### config.mk
export PLATFORM = sky130hd
export DESIGN_NAME = pulse_period_meter
export DESIGN_NICKNAME = d
export VERILOG_FILES = /design/src/rtl/pulse_period_meter.sv
export SDC_FILE = /design/constraint.sdc
export NUM_CORES = 1
export LEC_CHECK = 0
export CORE_UTILIZATION = 45
export DETAILED_ROUTE_END_ITERATION = 7
export GPL_TIMING_DRIVEN = 0
export PLACE_DENSITY = 0.7
export SYNTH_ARGS = -nofsm -noshare
export SYNTH_HDL_FRONTEND = slang
export SYNTH_SLANG_ARGS = --single-unit
### constraint.sdc
create_clock -name clk -period 3.4 [get_ports clk]
set_input_delay 0.68 -clock clk [delete_from_list [all_inputs] [get_ports clk]]
set_output_delay 0.68 -clock clk [all_outputs]
set_load 0.01 [all_outputs]
### src/rtl/pulse_period_meter.sv
// pulse_period_meter: measures the number of clk cycles between consecutive
// one-cycle strobes on tick and presents each completed period on a
// valid/ready port. Saturated periods set the sticky ovf flag; results that
// arrive while an earlier one is still pending are dropped and set lost.
module pulse_period_meter #(
    parameter int MAX_PERIOD = 65535,
    parameter int BITS       = 16
) (
    input  logic            clk,
    input  logic            rst,
    input  logic            en,
    input  logic            clr,
    input  logic            tick,
    input  logic            ready,
    output logic [BITS-1:0] period,
    output logic            valid,
    output logic            ovf,
    output logic            lost,
    output logic            busy
);

    typedef enum logic {
        IDLE    = 1'b0,
        MEASURE = 1'b1
    } state_t;

    localparam logic [BITS-1:0] MAX_VAL = BITS'(MAX_PERIOD);
    localparam logic [BITS-1:0] ONE     = BITS'(1);

    state_t          state;
    logic [BITS-1:0] cnt;

    // A new result may be stored when the output slot is empty or is being
    // transferred on this very edge.
    logic accept;
    assign accept = !valid || ready;

    // Measurement FSM with registered outputs; rst is asynchronous active-low.
    always_ff @(posedge clk or negedge rst) begin
        if (!rst) begin
            state  <= IDLE;
            cnt    <= '0;
            period <= '0;
            valid  <= 1'b0;
            ovf    <= 1'b0;
            lost   <= 1'b0;
            busy   <= 1'b0;
        end else if (clr) begin
            state  <= IDLE;
            cnt    <= '0;
            period <= '0;
            valid  <= 1'b0;
            ovf    <= 1'b0;
            lost   <= 1'b0;
            busy   <= 1'b0;
        end else begin
            // Completed handshake empties the slot unless a new result lands
            // on the same edge (the assignment further down then wins).
            if (valid && ready) begin
                valid <= 1'b0;
            end

            if (!en) begin
                // Abort any measurement in progress; results and flags stay.
                state <= IDLE;
                cnt   <= '0;
                busy  <= 1'b0;
            end else begin
                case (state)
                    IDLE: begin
                        if (tick) begin
                            // First strobe only arms the meter.
                            state <= MEASURE;
                            cnt   <= ONE;
                            busy  <= 1'b1;
                        end
                    end
                    MEASURE: begin
                        if (tick) begin
                            // Period end; restart immediately for the next one.
                            cnt <= ONE;
                            if (cnt == MAX_VAL) begin
                                ovf <= 1'b1;
                            end
                            if (accept) begin
                                period <= cnt;
                                valid  <= 1'b1;
                            end else begin
                                lost <= 1'b1;
                            end
                        end else if (cnt != MAX_VAL) begin
                            cnt <= cnt + ONE;
                        end
                    end
                    default: begin
                        state <= IDLE;
                        cnt   <= '0;
                        busy  <= 1'b0;
                    end
                endcase
            end
        end
    end

endmodule

* Word-level counts from Yosys, hierarchy flattened
Cells that the tools add are included.
Word-level totals: bits in registers 37, bits of input ports 6, output and inout bits 20, word-level logic and storage cells 64
Operators by class: $add $sub $neg 1, equal/unequal tests 7, mux-type cells 35, bitwise logic cells 1, reduce and logical (&&, ||, !) cells 13
Operators by type and width (number):
- 2-to-1 mux 16 bit | 10
- case mux 16 bit (2 select lines) | 1
- 2-to-1 mux 1 bit | 24
- adder 16 x 1 -> 16 bit, second input constant | 1
- == test 16 bit, second input constant | 1
- != test 16 bit, second input constant | 1
- AND reduction 4 bit | 3
- nonzero test 2 bit | 5
- != test 5 x 4 -> 1 bit, second input constant | 1
- != test 4 bit, second input constant | 1
- AND reduction 2 bit | 2
- != test 3 x 1 -> 1 bit, second input constant | 1
- != test 3 bit, second input constant | 1
- != test 2 bit, second input constant | 1
- logical AND 1 bit | 1
- zero test 1 bit | 1
- logical OR 1 bit | 1
- inverter 1 bit | 1

* Depth between registers and ports, before layout
depth after elaboration 7, gate-level depth with buffers 6, mapped depth without buffers 5

* Least setup slack after synthesis
Ideal clock, no wire load.
kind input port to flip-flop, start in en, end reg period[10], arrival time 1.704 ns, data required time 3.333 ns, slack 1.629 ns, stages on the path 6, path through and3_1 clkbuf_1 a21oi_2 clkbuf_1 nand2_1 nand2_1
Between the ends: cells in the longest elaborated chain, start to end 2
Ends and longest elaborated chain:
- start: declaration | line 11 | input logic en,
- nonzero test 2 bit (no line)
- AND reduction 4 bit (no line)
- end signal: assignment | line 86 | period <= cnt;
- end: declaration | line 15 | output logic [BITS-1:0] period,
No other way between the ends. A chain may end at the register's enable or synchronous reset.

* Worst setup path in the final report
start in tick, end reg period[7]
Between the ends: cells in the longest elaborated chain, start to end 2
Ends and longest elaborated chain:
- start: declaration | line 13 | input logic tick,
- nonzero test 2 bit (no line)
- AND reduction 4 bit (no line)
No other way between the ends.

==> summary.md <==
| Metric | Value |
|---|---|
| Starting density of the core | 0.477 |
| # IOs | 26 |
| Largest net degree at the start of global routing | 38 |
| Register area share after synthesis | 0.522 |
| Worst Skew | around 0.0076 ns |
| Xor and xnor area share after synthesis | 0 |
| Leak | roughly 0.93 nW |
| Startpoint types | input pin |
| DRT Pass-1 Iters | 7 |
| CTS max path bufs | 2 |
| Top-area cell type share of the netlist area | 0.522 |
| Inserted Clock Buffers | 5 |
| Int Power | approximately 0.59 mW |
| ANT nets after route | 0 |
| Final critical-path required period | about 2.2 ns |
| Worst Setup Slack, final | between 1 and 1.5 ns |
| Pwr Total | 0.771 mW |
| Critical Path Sink Type | register |
| CTS resizes | 0 |
| Yosys cell types | 35 |
| Critical Path Start | tick |
| Slowest library cell on the worst path | clkdlybuf4s50_1 |
| Leading area contributor after synthesis | dfrtp_1 |
| Synth Area in Compound Gates | 0.126 |
| Routed WL | 3770 um |
| Via density | ~5.7 |
| Worst VDD drop | 0.189 mV |
| Cts hold-fix bufs | 0 |
| Met1 Resource Use GR | 0.283 |
| Synth warn | 0 |
| Number of global-route vias before repair | 1354 |
| Pwr dens | roughly 360 nW/um^2 |
| Dpl ws | 0.864 ns |
| Max cap viols | 0 |
| Final Max Tran Viols | 0 |
| Synthesis-stage register bit count | 37 |
| Share of layout cells above drive strength 1 | 0.0737 |
| Worst Max-Slew Pin Slew | 0.791 ns |
| Synth Area in Adders | 0.00705 |
| First-pass GRT wire length | 6530 um |
| Avg Cell Area, Syn | 9.59 sq um |
| Peak per-stage delay on the critical path | 0.48 ns |
| Setup Fix Bufs, Post-CTS | 0 |
| Die X | 64.8 um |
| Die Area | 4200 sq um |
| Combinational cell fraction of total power | 0.045 |
| Sw frac | 0.230 |
| H-tree Lvls | 2 |
| Initial antenna violation count | 0 |
| Gr usage total | 0.210 |
| Reg power frac | 0.577 |
| Cell Rows | 22 |
| Total number of vias | 1501 |
| Setup TNS | 0 ns |
| CP Cell Sequence | clkdlybuf4s50_1, and3_1, clkbuf_1, a21oi_2, clkbuf_1, nand2_1, nand2_1 |
| Synth-to-layout area growth | 21.3% |
| Reg clk slew, reported paths | 0.07 ns |
| RSZ-0062 raised after global routing | no |
| Syn_nets | approximately 190 |
| # diodes | 0 |
| Multiplexer share of the synthesized area | 0 |
| Core box area | 3720 sq um |
| Synth top cells by count | 37 x dfrtp_1, 33 x nand2_1, 17 x nand4_1 |
| CP Class | in2reg |
| Cell with the most instances after synthesis | dfrtp_1 |
| Main combinational cell family by area after synthesis | simple AND/OR/NAND/NOR gates |
| Max_slew headroom | 0.473 |
| Met3 Use GR | 0.0528 |
| DRC errors left | 0 |
| Layout net count | 223 |
| FFs w/ async S/R, synth | 1.00 |
| Worst Hold Class | in2async |
| Min Hold Slack | approximately 0.46 ns |
| # setup viols final | 0 |
| Met2 Track Usage GR | 0.320 |
| Clock power share | 0.379 |
| GRT overflow | 0 |
| DIE HEIGHT | 64.8 um |
| CTS tree | yes |
| Final period utilization | 0.655 |
| Synth Cell Area | 1770 sq um |
| Sink Count | 37 |
| Finished Cell Area | 2150 sq um |
| CP arrival | 2.46 ns |
| Worst EP required | about 3.6 ns |
| Worst skew pair latency | between 0.2 and 0.3 ns |
| Synth Flop Type | dfrtp_1 |
| Gr busiest metal | met2 |
| DP Area | 2070 sq um |
| Main area contributors after synthesis | dfrtp_1 52%, nand2_1 7.0%, nand4_1 6.0% |
| DR iter-0 viols | between 90 and 100 |
| DR WL/cell | about 14 um |
| Worst-path fanout max | 10 |
| Run status | complete, no violations |
| Fmax | 449 MHz |
| Switching power of the nets | 0.178 mW |
| Post-synth EDFFs | 0 |
| DP HPWL | 2820 um |
| I/O Buffers | 24 |
| Global placer's final weighted congestion | 0.815 |
| Start of the worst register-to-register path | cnt[0] |
| Final Hold Viols | 0 |
| Post-synthesis simple-gate area fraction | 0.304 |
| Syn Inst Count | 185 |
| Clock root buffer | clkbuf_8 |
==> cell usage in the layout (no fill, tap or decap), types with 3 or more instances in the layout <==
cell type / count
clkbuf_8: 5
nor3_1: 6
or4_1: 6
clkdlybuf4s50_1: 23
nand4_1: 17
a21oi_1: 15
clkbuf_1: 10
nand3_1: 6
and3_1: 4
nor2_1: 8
dfrtp_1: 37
nand2_1: 33
o31ai_1: 8
nand2b_1: 3
inv_1: 5
or3_1: 3
==> flip-flops by register name, indices dropped and copies added, names as in the netlist <==
| name | cells |
|---|---|
| lost | 1 |
| period | 16 |
| state | 1 |
| cnt | 16 |
| busy | 1 |
| ovf | 1 |
| valid | 1 |
==> logic make-up after synthesis <==
| family | count (synthesis) |
|---|---|
| and+or+nand+nor | 95 |
| DFF | 37 |
| AOI/OAI and AO/OA | 35 |
| buffers and inverters | 17 |
| adders and majority gates | 1 |
==> layer usage <==
layer | vias to the layer above | wire length [um]
met5 | - | 0
li1 | 743 | -
met1 | 702 | 1760
met2 | 47 | 1730
met3 | 9 | 198
met4 | 0 | 81
==> critical path, delay by kind of cell <==
| family | cells | cell delay, ns |
|---|---|---|
| buf+inv | 3 | 1.01 |
| compound gates | 1 | 0.39 |
| simple gates | 3 | 0.38 |
==> per-stage QoR <==
| stage | util | instances |
|---|---|---|
| 3_3_place_gp | 0.558 | 257 |
| 5_1_grt | 0.579 | 265 |
| 4_1_cts | 0.579 | 265 |
| 3_5_place_dp | 0.557 | 257 |
| 2_1_floorplan | - | 185 |
| 6_report | 0.579 | 265 |
==> power groups by stage <==
stage	clock [mW]	combinational [mW]	sequential [mW]
2_1_floorplan	0	0.0149	0.453
3_3_place_gp	0	0.0347	0.453
3_5_place_dp	0	0.0353	0.453
4_1_cts	0.298	0.0354	0.444
5_1_grt	0.318	0.0393	0.445
6_report	0.292	0.0345	0.444
==> final timing paths <==
check                            end  slack, ns  cells past startpoint
min in group clk           period[9]       0.47                      2
max reg2reg                   cnt[2]       1.52                      6
min reg2reg                period[9]       0.47                      2
min                            valid       0.46                      1
max in group asynchronous  period[9]       2.43                      1
max                        period[7]       1.17                      7
==> final cells by class <==
class | instances | area, sq um
clock inverter | 2 | 10.0
fill | 321 | 1560
timing repair buffer | 24 | 235
inverter | 5 | 18.8
sequential | 37 | 926
buffer | 12 | 53.8
clock buffer | 6 | 72.6
tap | 48 | 60.1
multi-input combinational | 131 | 776
Power figures use the tool's default switching activity.
